**src/rtl/sd_cmd_arbiter.sv**
```systemverilog
// Two-requester SD command arbiter: grants the host register path or the data
// controller, issues the frame to the serial host and collects its response or a timeout.
module sd_cmd_arbiter #(
    parameter int unsigned TIMEOUT = 64
) (
    input  logic        clock,
    input  logic        reset,
    input  logic        req_host,
    input  logic [39:0] cmd_host,
    input  logic        rsp_exp_host,
    input  logic        req_data,
    input  logic [39:0] cmd_data,
    input  logic        rsp_exp_data,
    output logic        gnt_host,
    output logic        gnt_data,
    output logic        done_host,
    output logic        done_data,
    output logic [39:0] rsp_out,
    output logic        timeout_out,
    output logic        req_out,
    output logic [39:0] cmd_out,
    input  logic        ack_in,
    input  logic        req_in,
    input  logic [39:0] cmd_in,
    output logic        ack_out,
    output logic        idle_out
);

    typedef enum logic [1:0] {
        IDLE     = 2'd0,
        ISSUE    = 2'd1,
        WAIT_RSP = 2'd2,
        DONE     = 2'd3
    } state_t;

    localparam logic [15:0] CNT_LAST = 16'(TIMEOUT - 1);

    state_t      state_q;
    logic        gnt_host_q;
    logic        gnt_data_q;
    logic        last_data_q;
    logic        rsp_exp_q;
    logic [39:0] cmd_q;
    logic [39:0] rsp_q;
    logic [15:0] cnt_q;
    logic        done_host_q;
    logic        done_data_q;
    logic        timeout_q;
    logic        ack_q;
    logic        pick_data_d;

    // On a tie the requester that did not win last time goes first.
    always_comb begin
        pick_data_d = req_data && (!req_host || !last_data_q);
    end

    always_ff @(posedge clock) begin
        if (!reset) begin
            state_q     <= IDLE;
            gnt_host_q  <= 1'b0;
            gnt_data_q  <= 1'b0;
            last_data_q <= 1'b0;
            rsp_exp_q   <= 1'b0;
            cmd_q       <= '0;
            rsp_q       <= '0;
            cnt_q       <= '0;
            done_host_q <= 1'b0;
            done_data_q <= 1'b0;
            timeout_q   <= 1'b0;
            ack_q       <= 1'b0;
        end else begin
            done_host_q <= 1'b0;
            done_data_q <= 1'b0;
            timeout_q   <= 1'b0;
            ack_q       <= 1'b0;
            case (state_q)
                IDLE: begin
                    if (req_host || req_data) begin
                        gnt_data_q <= pick_data_d;
                        gnt_host_q <= !pick_data_d;
                        cmd_q      <= pick_data_d ? cmd_data : cmd_host;
                        rsp_exp_q  <= pick_data_d ? rsp_exp_data : rsp_exp_host;
                        state_q    <= ISSUE;
                    end
                end
                ISSUE: begin
                    if (ack_in) begin
                        cnt_q <= '0;
                        if (rsp_exp_q) begin
                            state_q <= WAIT_RSP;
                        end else begin
                            done_host_q <= gnt_host_q;
                            done_data_q <= gnt_data_q;
                            state_q     <= DONE;
                        end
                    end
                end
                WAIT_RSP: begin
                    // A response arriving on the expiry cycle still counts as a response.
                    if (req_in) begin
                        rsp_q       <= cmd_in;
                        ack_q       <= 1'b1;
                        done_host_q <= gnt_host_q;
                        done_data_q <= gnt_data_q;
                        state_q     <= DONE;
                    end else if (cnt_q == CNT_LAST) begin
                        timeout_q   <= 1'b1;
                        done_host_q <= gnt_host_q;
                        done_data_q <= gnt_data_q;
                        state_q     <= DONE;
                    end else begin
                        cnt_q <= cnt_q + 16'd1;
                    end
                end
                DONE: begin
                    last_data_q <= gnt_data_q;
                    gnt_host_q  <= 1'b0;
                    gnt_data_q  <= 1'b0;
                    cnt_q       <= '0;
                    state_q     <= IDLE;
                end
                default: state_q <= IDLE;
            endcase
        end
    end

    assign gnt_host    = gnt_host_q;
    assign gnt_data    = gnt_data_q;
    assign done_host   = done_host_q;
    assign done_data   = done_data_q;
    assign rsp_out     = rsp_q;
    assign timeout_out = timeout_q;
    assign ack_out     = ack_q;
    assign cmd_out     = cmd_q;
    assign req_out     = (state_q == ISSUE);
    assign idle_out    = (state_q == IDLE);

endmodule

```
**config.mk**
```make
export PLATFORM = sky130hd
export DESIGN_NAME = sd_cmd_arbiter
export DESIGN_NICKNAME = d
export VERILOG_FILES = /design/src/rtl/sd_cmd_arbiter.sv
export SDC_FILE = /design/constraint.sdc
export NUM_CORES = 1
export LEC_CHECK = 0
export CORE_MARGIN = 1
export CORE_UTILIZATION = 24
export CTS_CLUSTER_DIAMETER = 80
export DETAILED_ROUTE_END_ITERATION = 12
export SYNTH_ARGS = -nofsm -noshare
export SYNTH_HDL_FRONTEND = slang
export SYNTH_SLANG_ARGS = --single-unit
export TNS_END_PERCENT = 1
```
**constraint.sdc**
```tcl
create_clock -name clock -period 5.8 [get_ports clock]
set_input_delay 0.87 -clock clock [delete_from_list [all_inputs] [get_ports clock]]
set_output_delay 0.87 -clock clock [all_outputs]
set_load 0.02 [all_outputs]
```
# Yosys cells after proc, flatten, opt, wreduce, memory -nomap -nowiden

Index checks and enable logic that the tools add are counted.

Output and inout port bits: 88
Bits of input ports: 128
Register bits: 106
Logic and storage cells: 68

Reduce and logical (&&, ||, !) cells: 16
Add/subtract/negate cells: 1
Bitwise gates (word level): 2
Multiplexer cells: 28
Equal/unequal tests: 9

Operators by type and width:

| kind                                                   | count |
|---|---|
| two-way mux 16 bit                                     | 3 |
| one-hot mux 16 bit (3 select lines)                    | 1 |
| two-way mux 40 bit                                     | 1 |
| adder 16 x 1 -> 16 bit (second input constant)         | 1 |
| == test 16 x 6 -> 1 bit (second input constant)        | 1 |
| two-way mux 1 bit                                      | 14 |
| two-way mux 2 bit                                      | 4 |
| one-hot mux 1 bit (2 select lines)                     | 4 |
| one-hot mux 2 bit (4 select lines)                     | 1 |
| AND reduction 2 bit                                    | 4 |
| == test 2 bit (second input constant)                  | 2 |
| inequality test 2 x 1 -> 1 bit (second input constant) | 2 |
| inequality test 2 bit (second input constant)          | 2 |
| AND reduction 4 bit                                    | 1 |
| zero test 1 bit                                        | 3 |
| inequality test 3 bit (second input constant)          | 1 |
| AND reduction 3 bit                                    | 1 |
| nonzero test 3 bit                                     | 1 |
| OR reduction 3 bit                                     | 1 |
| == test 2 x 1 -> 1 bit (second input constant)         | 1 |
| zero test 2 bit                                        | 1 |
| logical OR 1 bit                                       | 2 |
| inverter 1 bit                                         | 2 |
| nonzero test 2 bit                                     | 1 |
| logical AND 1 bit                                      | 1 |

# Depth between registers and ports, before layout

Gate-level depths: netlist (run 1).

Depth after elaboration: 6
Gate-level depth with buffers: 8
Gate-level depth less buffers: 7

# Worst setup path before layout (run 1)

No wires, ideal clock.

Kind: in2reg
Start: in reset
End: reg cnt_q[14]
Path buffers: 1
Cell stages on the path: 6
Arrival time: 2.045 ns
Data required time: 5.741 ns
Library setup time: 0.059 ns
Setup slack: 3.697 ns
Cells stage by stage: buf_2 nand2_1 nor4_1 nand2_1 o21ai_0 o22a_1

RTL lines:

| what                   | RTL line | RTL |
|---|---|---|
| start: declaration     | 7        | `input logic reset,` |
| end signal: assignment | 112      | `cnt_q <= cnt_q + 16'd1;` |
| end: declaration       | 45       | `logic [15:0] cnt_q;` |

# Worst setup path after layout (run 1)

Start: reg state_q[1]
End: out idle_out

Cells in the longest elaborated chain, start to end: 1

RTL lines:

| what                     | RTL line | RTL |
|---|---|---|
| start: declaration       | 38       | `state_t state_q;` |
| start signal: assignment | 59       | `state_q <= IDLE;` |
| start signal: assignment | 83       | `state_q <= ISSUE;` |
| start signal: assignment | 90       | `state_q <= WAIT_RSP;` |
| zero test 2 bit          | 136      | `assign idle_out = (state_q == IDLE);` |
| end: declaration         | 26       | `output logic idle_out` |

No other way between the ends.

==> summary.txt, run 1 <==
CTS Root Cell -> clkbuf_16
Starting Density -> 24.5%
Post-synth top area share -> 50.4%
Setup tns final -> 0 ns
Post-route cell area -> 6840 µm²
Top_reg_cell synth -> dfxtp_1
CTS tree -> yes
WL/cell -> 15.7 µm
Chip Height -> 134 µm
MaxCap Viol Count -> 0
Drt first pass iters -> 6
DRT iter0 DRCs -> 392
CP Buf/Inv Count -> 2
Sequential element share of the synthesized area -> 50.4%
Cts repair resizes -> 0
Hold buffers post-CTS -> 0
Reg power frac -> 38.1%
Setup bufs post-CTS -> 0
Top post-synthesis cells by area -> dfxtp_1 50%, a222oi_1 9.8%, nand2_1 8.9%
Worst hold path class -> reg -> reg
CTS Sinks -> 106
Net Switching -> 0.818 mW
Clock group share of total power -> 25.4%
Vias in the first global route -> 4468
Final hold violations -> 0
Pin count of the biggest net entering global routing -> 59
Syn. warnings -> 0
Vias -> 4502
Worst slew pin tran -> 1.17 ns
All-Layer GR Usage -> 15.8%
Post-Syn Area -> 4210 µm²
Cell Pwr Density -> 339 nW/µm²
Min cycle time layout -> 2.75 ns
FF+latch count, synth -> 106
Crit-path max FO -> 9
Placed cells -> 892
Setup Viol. Count Final -> 0
Final Util -> 39.8%
Die span in x -> 134 µm
Worst r2r dst -> cnt_q[14]
RePlAce Congestion -> 0.869
Area occupied by multi-input gates -> 1940 µm²
Non-filler cells, final -> 908
Internal -> 1.50 mW
Layout cell share with drive strength beyond 1 -> 5.12%
Ports -> 216
Relative slew slack -> 21.5%
Clock Tree Buf Depth -> 2
Worst EP arrival -> 1.88 ns
CORE AREA -> 17200 µm²
Clk_lat worst skew -> 0.35 ns
Netlist cell types -> 50
CP max stage cell -> clkdlybuf4s50_1
WP data required -> 4.93 ns
Syn-to-layout area delta -> 62.5%
R2R Setup Slk -> 3.35 ns
RSZ-0062 raised after global routing -> false
Crit. End Element -> output pin
Total Wirelength -> 14300 µm
Number of I/O port buffers -> 215
Num CTS Buffers -> 9
Combinational share of power -> 36.5%
Full die area -> 18100 µm²
Crit path to -> idle_out
First-pass GRT wire length -> 22500 µm
Most frequent cell after synthesis -> dfxtp_1
Initial antenna violation count -> 0
Leakage -> 2.37 nW
Syn nets -> 616
Avg Inst Size Synth -> 8.71 µm²
Status -> completed
Register-to-Register Path Depth -> 7
Layout fillers -> 1675
Cells after Synth -> 483
Worst Hold Depth -> 2
Ys async rst share -> 0%
Delay of the slowest critical-path stage -> 0.69 ns
Worst path cell trace -> inv_1, ha_1, clkdlybuf4s50_1
Storage cell area -> 2120 µm²
Critical path depth in cells -> 3
CTS H-tree lvls -> 3
Crit path kind -> reg -> out
Final-report max-slew violation count -> 0
Clk slew on worst S/H paths -> 0.07 ns
Number of synthesized flops with an enable pin -> 0
Reg-to-Reg Start -> state_q[0]
Residual DRC count -> 0
Worst clock skew -> 0.0123 ns
ANT cells -> 0
Placed inst area -> 6560 µm²
CP Launch Type -> register
CP delay by family, top -> buffers and inverters
Total congestion overflow -> 0
Period utilization -> 47.5%
Switching share of power -> 35.3%
Final net count -> 811
Vias/cell -> 4.96
Rows -> 48
Critical Path Start -> state_q[1]
Peak supply drop -> 149 µV
F_max -> 0.363 GHz
Cell taking the most area after synthesis -> dfxtp_1
Most frequent cells after synthesis -> 106 x dfxtp_1, 100 x nand2_1, 48 x nor2_1, 46 x a21oi_1, 41 x a222oi_1
Routed Antenna Nets -> 0
Post-DP HPWL -> 10100 µm
==> worst min-delay path, cell delays in order, from the launching register on <==
cell,delay [ns]
dfxtp_1,0.31
nand2_1,0.05
a21oi_1,0.05
==> worst min-delay path by stage <==
stage / from / slack, ns / endpoint
global route: rsp_out[20] / 0.47 / rsp_out[20]
global placement: rsp_out[15] / 0.44 / rsp_out[15]
finish: rsp_out[18] / 0.45 / rsp_out[18]
floorplan: cnt_q[11] / 0.48 / cnt_q[11]
CTS: rsp_out[18] / 0.46 / rsp_out[18]
detailed placement: rsp_out[18] / 0.45 / rsp_out[18]
==> placed cells by master, fill, tap and decap left out, types with 2 or more instances in the layout <==
cell	n
a222oi_1	41
a21oi_1	44
nor3_1	2
and2_1	5
o31ai_1	5
nor4_2	2
clkinv_2	3
o21ai_0	13
and3_1	3
nand3_1	14
nor2_1	48
buf_4	4
or4_1	4
inv_6	2
clkdlybuf4s50_1	215
dfxtp_1	106
nor2b_1	3
a31oi_1	9
nand2_1	100
or3_1	2
ha_1	5
nand3_2	2
nor4_1	3
a21oi_4	2
o211ai_1	3
inv_1	7
clkbuf_16	9
==> stage by stage <==
stage	hold slack (ns)	power (mW)	worst slack, ns
6_report	0.455	2.32	3.05
5_1_grt	0.475	2.45	2.90
4_1_cts	0.456	2.34	3.03
3_5_place_dp	0.448	1.74	2.76
3_3_place_gp	0.443	1.72	2.81
2_1_floorplan	0.477	1.35	3.70
==> registers in the layout, summed over array words and instances (netlist names) <==
name         flops
ack_out          1
done_host        1
gnt_data         1
rsp_exp_q        1
cnt_q           16
done_data        1
gnt_host         1
cmd_out         40
rsp_out         40
timeout_out      1
last_data_q      1
state_q          2
==> kinds of logic after synthesis <==
logic type,after synthesis,share of synthesized area [%]
buffers and inverters,43,4.05
AND/OR/NAND/NOR,200,21.9
AO/OA/AOI/OAI,127,21.7
adder cells (fa/ha/maj),5,1.49
multiplexers,1,0.238
flip-flops,106,50.4
XOR/XNOR,1,0.208
==> final cells by class <==
cell class	count	share of cell area [%]
clock buffer	10	3.50
clock inverter	6	0.586
inverter	8	0.439
multi-input combinational	334	28.4
sequential	106	31.0
tap	225	4.12
timing repair buffer	219	31.9
==> power groups by stage <==
stage | Clock (mW) | Sequential [mW] | Combinational (mW)
floorplan | 0 | 0.988 | 0.364
global placement | 0 | 0.892 | 0.826
detailed placement | 0 | 0.895 | 0.842
CTS | 0.611 | 0.882 | 0.847
global route | 0.644 | 0.893 | 0.911
finish | 0.589 | 0.883 | 0.845
==> layer usage <==
metal | vias up | part of all wire [%] | global-route usage, %
met5 | - | 0 | 0
met2 | 232 | 48 | 26.8
li1 | 2156 | - | -
met4 | 0 | 1.9 | 7.24
met3 | 22 | 9.4 | 4.99
met1 | 2092 | 41 | 18.1
Note: power is estimated with default switching activity, not from simulation.
==> inputs of run 2 (changes only) <==
==> constraint.sdc (replaced) <==
create_clock -name clock -period 2.2 [get_ports clock]
set_input_delay 0.33 -clock clock [delete_from_list [all_inputs] [get_ports clock]]
set_output_delay 0.33 -clock clock [all_outputs]
set_load 0.02 [all_outputs]
==> summary.txt, run 2 (same netlist as run 1, synthesis figures left out) <==
Total Wirelength -> 14100 µm
Final net count -> 822
Initial antenna violation count -> 0
Routed Antenna Nets -> 0
Placed inst area -> 6700 µm²
Relative slew slack -> 57.1%
Hold buffers post-CTS -> 0
Clock Tree Buf Depth -> 2
Worst EP arrival -> 2.33 ns
Vias in the first global route -> 4373
First-pass GRT wire length -> 22100 µm
Crit path to -> state_q[0]
Post-DP HPWL -> 9990 µm
Critical Path Start -> cnt_q[0]
Min cycle time layout -> 2.10 ns
MaxCap Viol Count -> 0
Most common cell after layout, fill and taps aside -> clkdlybuf4s50_1
WL/cell -> 15.4 µm
Non-filler cells, final -> 919
Cell Pwr Density -> 902 nW/µm²
Fin Hold WS -> 0.454 ns
CTS H-tree lvls -> 3
Setup tns final -> 0 ns
Final hold violations -> 0
Drt first pass iters -> 5
Status -> completed
Internal -> 4.19 mW
Reg-to-Reg Start -> cnt_q[0]
CTS Root Cell -> clkbuf_16
Peak supply drop -> 457 µV
Worst slew pin tran -> 0.639 ns
Crit. End Element -> register
Die span in x -> 134 µm
Worst hold path class -> reg -> reg
Residual DRC count -> 0
Ports -> 216
Clk slew on worst S/H paths -> 0.08 ns
Net Switching -> 2.14 mW
Crit path kind -> reg -> reg
Final Util -> 40.8%
Setup Viol. Count Final -> 0
Pin count of the biggest net entering global routing -> 49
Full die area -> 18100 µm²
Worst r2r dst -> state_q[0]
Syn-to-layout area delta -> 66.7%
Total congestion overflow -> 0
Crit-path max FO -> 7
R2R Setup Slk -> 0.1 ns
Register-to-Register Path Depth -> 6
Combinational share of power -> 37.5%
Number of I/O port buffers -> 215
ANT cells -> 0
Switching share of power -> 33.8%
Starting Density -> 24.5%
Vias/cell -> 4.96
Reg power frac -> 36.8%
F_max -> 0.476 GHz
Vias -> 4555
Period utilization -> 95.5%
DRT iter0 DRCs -> 336
Placed cells -> 903
Clock group share of total power -> 25.7%
Leakage -> 2.45 nW
CTS Sinks -> 106
Chip Height -> 134 µm
CP Launch Type -> register
WP data required -> 2.43 ns
RePlAce Congestion -> 0.846
CORE AREA -> 17200 µm²
CTS tree -> yes
Clk_lat worst skew -> 0.34 ns
Layout cell share with drive strength beyond 1 -> 6.48%
Worst clock skew -> 0.0120 ns
Final-report max-slew violation count -> 0
Rows -> 48
All-Layer GR Usage -> 15.4%
Num CTS Buffers -> 9
Post-route cell area -> 7010 µm²
Most frequent cells in the layout -> 215 x clkdlybuf4s50_1, 106 x dfxtp_1, 100 x nand2_1, 48 x nor2_1, 44 x a21oi_1
run 2: stage by stage:
stage	total power, mW	setup WS, ns
global placement	4.66	0.112
CTS	6.38	0.0923
floorplan	3.56	0.240
detailed placement	4.70	0.0916
finish	6.33	0.0983
global route	6.67	-0.00293
run 2: worst min path at each step:
stage,slack [ns],cells past startpoint,start,to
finish,0.45,2,rsp_out[30],rsp_out[30]
global route,0.48,2,rsp_out[7],rsp_out[7]
floorplan,0.47,2,cmd_in[0],rsp_out[0]
CTS,0.46,2,rsp_out[21],rsp_out[21]
detailed placement,0.45,2,rsp_out[21],rsp_out[21]
global placement,0.44,2,rsp_out[28],rsp_out[28]
run 2: layer usage:
layer  wire (µm)  track usage [%]  vias up
li1            -                -     2175
met1        5990             18.3     2153
met2        6660             25.6      206
met3        1220             4.65       21
met4         263             6.99        0
met5           0                0        -
run 2: layout make-up:
class | instances | area (µm²)
Clock inverter | 4 | 51.3
Clock buffer | 12 | 246
Fill cell | 1712 | 10200
Sequential cell | 106 | 2120
Inverter | 8 | 30.0
Tap cell | 225 | 282
Multi-Input combinational cell | 334 | 1950
Timing Repair Buffer | 230 | 2330
run 2: critical path: stages, from the launching register on:
cell       delay (ns)
dfxtp_1          0.41
ha_1             0.29
and4bb_2         0.27
nand4_2          0.25
a311oi_4         0.42
o2111ai_1        0.19
o211a_1          0.16
run 2: timing repair:
action | in CTS | in global routing
gates cloned | 0 | 0
pin swaps | 0 | 1
setup endpoints to repair | 1 | 1
buffers inserted | 0 | 0
resized for setup | 1 | 1
run 2: power by group through the flow:
stage               sequential [mW]  combinational (mW)  clock (mW)
floorplan                      2.60               0.959           0
CTS                            2.33                2.36        1.69
finish                         2.33                2.38        1.63
global route                   2.35                2.55        1.77
global placement               2.35                2.31           0
detailed placement             2.36                2.34           0
==> inputs of run 3 (changes only) <==
--- a/config.mk
+++ b/config.mk
@@ -5,6 +5,7 @@
 export SDC_FILE = /design/constraint.sdc
 export NUM_CORES = 1
 export LEC_CHECK = 0
+export ABC_CLOCK_PERIOD_IN_PS = 1900
 export CORE_MARGIN = 1
 export CORE_UTILIZATION = 24
 export CTS_CLUSTER_DIAMETER = 80
==> constraint.sdc (replaced) <==
create_clock -name clock -period 1.9 [get_ports clock]
set_input_delay 0.285 -clock clock [delete_from_list [all_inputs] [get_ports clock]]
set_output_delay 0.285 -clock clock [all_outputs]
set_load 0.02 [all_outputs]
==> summary.txt, run 3 (same netlist as run 1, synthesis figures left out) <==
Number of I/O port buffers -> 215
ANT cells -> 0
CORE AREA -> 17200 µm²
Pin count of the biggest net entering global routing -> 54
Hold buffers post-CTS -> 0
CP delay by family, top -> simple AND/OR/NAND/NOR gates
All-Layer GR Usage -> 15.8%
Reg power frac -> 36.3%
WP data required -> 2.16 ns
Rows -> 48
Cell Pwr Density -> 1020 nW/µm²
Drt first pass iters -> 6
CP Buf/Inv Count -> 0
Internal -> 4.91 mW
F_max -> 0.550 GHz
Worst clock skew -> 0.00676 ns
Clk slew on worst S/H paths -> 0.07 ns
CTS Root Cell -> clkbuf_16
Layout fillers -> 1693
Min cycle time layout -> 1.82 ns
CTS Sinks -> 106
First-pass GRT wire length -> 22600 µm
DRT iter0 DRCs -> 352
Worst EP arrival -> 2.08 ns
Fin Hold WS -> 0.455 ns
Total congestion overflow -> 0
Ports -> 216
Relative slew slack -> 76.4%
Switching share of power -> 33.9%
Crit path kind -> reg -> reg
Combinational share of power -> 38.7%
Num CTS Buffers -> 9
Final net count -> 842
Layout cell share with drive strength beyond 1 -> 11.9%
Setup Viol. Count Final -> 0
Most used routing layer -> met2
GRT met1 Usage -> 19.1%
Final-report max-slew violation count -> 0
Starting Density -> 24.5%
RePlAce Congestion -> 0.851
GR met2 Demand/Resource -> 26.0%
Crit. End Element -> register
CP max stage cell -> or4_1
Full die area -> 18100 µm²
Die span in x -> 134 µm
Storage cell area -> 2140 µm²
Leakage -> 2.54 nW
Most common cell after layout, fill and taps aside -> clkdlybuf4s50_1
Initial antenna violation count -> 0
Clk_lat worst skew -> 0.34 ns
Total Wirelength -> 14400 µm
GR Util met3 -> 4.38%
Total power -> 7.43 mW
Clock group share of total power -> 25.0%
Peak supply drop -> 480 µV
Status -> completed
Most frequent cells in the layout -> 213 x clkdlybuf4s50_1, 98 x nand2_1, 95 x dfxtp_1, 48 x nor2_1, 44 x a21oi_1
Crit-path max FO -> 6
CTS H-tree lvls -> 3
Setup bufs post-CTS -> 0
Post-DP HPWL -> 10400 µm
Syn-to-layout area delta -> 72.6%
Worst hold path class -> reg -> reg
Residual DRC count -> 0
Period utilization -> 95.6%
Placed cells -> 923
Worst slew pin tran -> 0.352 ns
CP Launch Type -> register
Area occupied by multi-input gates -> 2020 µm²
MaxCap Viol Count -> 0
Routed Antenna Nets -> 0
CTS tree -> yes
Final hold violations -> 0
Worst path cell trace -> ha_4, and4bb_2, nand4_4, nand2_2, or4_1, a31oi_1
Vias -> 4573
Vias in the first global route -> 4634
WL/cell -> 15.4 µm
Chip Height -> 134 µm
Clock Tree Buf Depth -> 2
Non-filler cells, final -> 938
RSZ-0062 raised after global routing -> true
Net Switching -> 2.52 mW
Delay of the slowest critical-path stage -> 0.52 ns
Vias/cell -> 4.88
run 3: tightest hold or removal path: cells and delay by family (launching register included):
family / cells / cell delay [ns]
AO/OA/AOI/OAI: 1 / 0.05
flip-flops: 1 / 0.31
AND/OR/NAND/NOR: 1 / 0.05
run 3: power groups by stage:
| stage | combinational [mW] | clock (mW) | sequential, mW |
|---|---|---|---|
| floorplan | 1.11 | 0 | 3.02 |
| global placement | 2.80 | 0 | 2.72 |
| detailed placement | 2.85 | 0 | 2.73 |
| CTS | 2.86 | 1.94 | 2.69 |
| global route | 3.11 | 2.03 | 2.73 |
| finish | 2.87 | 1.86 | 2.70 |
run 3: path summary, 6_finish.rpt:
path,from,to,slack (ns),cells past startpoint
hold / removal,rsp_out[18],rsp_out[18],0.46,2
setup / recovery,cnt_q[0],cnt_q[3],0.08,6
hold reg to reg,rsp_out[18],rsp_out[18],0.46,2
setup reg to reg,cnt_q[0],cnt_q[3],0.08,6
run 3: final cells by class:
cell class	instances	area share, %
repair buffers	250	34.4
clock inverters	6	0.948
multi-input cells	334	27.8
inverters	8	0.414
clock buffers	9	3.10
well taps	225	3.88
flip-flops and latches	106	29.4
run 3: routing by layer:
metal,vias to the layer above,part of all wire [%]
met5,-,0
met4,0,1.8
met3,21,8.6
met2,227,48
met1,2109,42
li1,2216,-
run 3: what timing repair did:
item,4_1_cts,5_1_grt
pin swaps,1,3
endpoints found under the setup margin,5,15
resized for setup,5,24
run 3: per-stage QoR:
stage | setup WS (ns) | instance area, µm² | utilization [%] | TNS (ns)
global placement | -0.0185 | 6880 | 40.0 | -0.0185
finish | 0.0831 | 7260 | 42.3 | 0
CTS | -0.00227 | 7180 | 41.8 | -0.00227
detailed placement | -0.0489 | 6880 | 40.0 | -0.129
global route | -0.0237 | 7260 | 42.3 | -0.0438
floorplan | -0.0599 | 4210 | - | -0.244
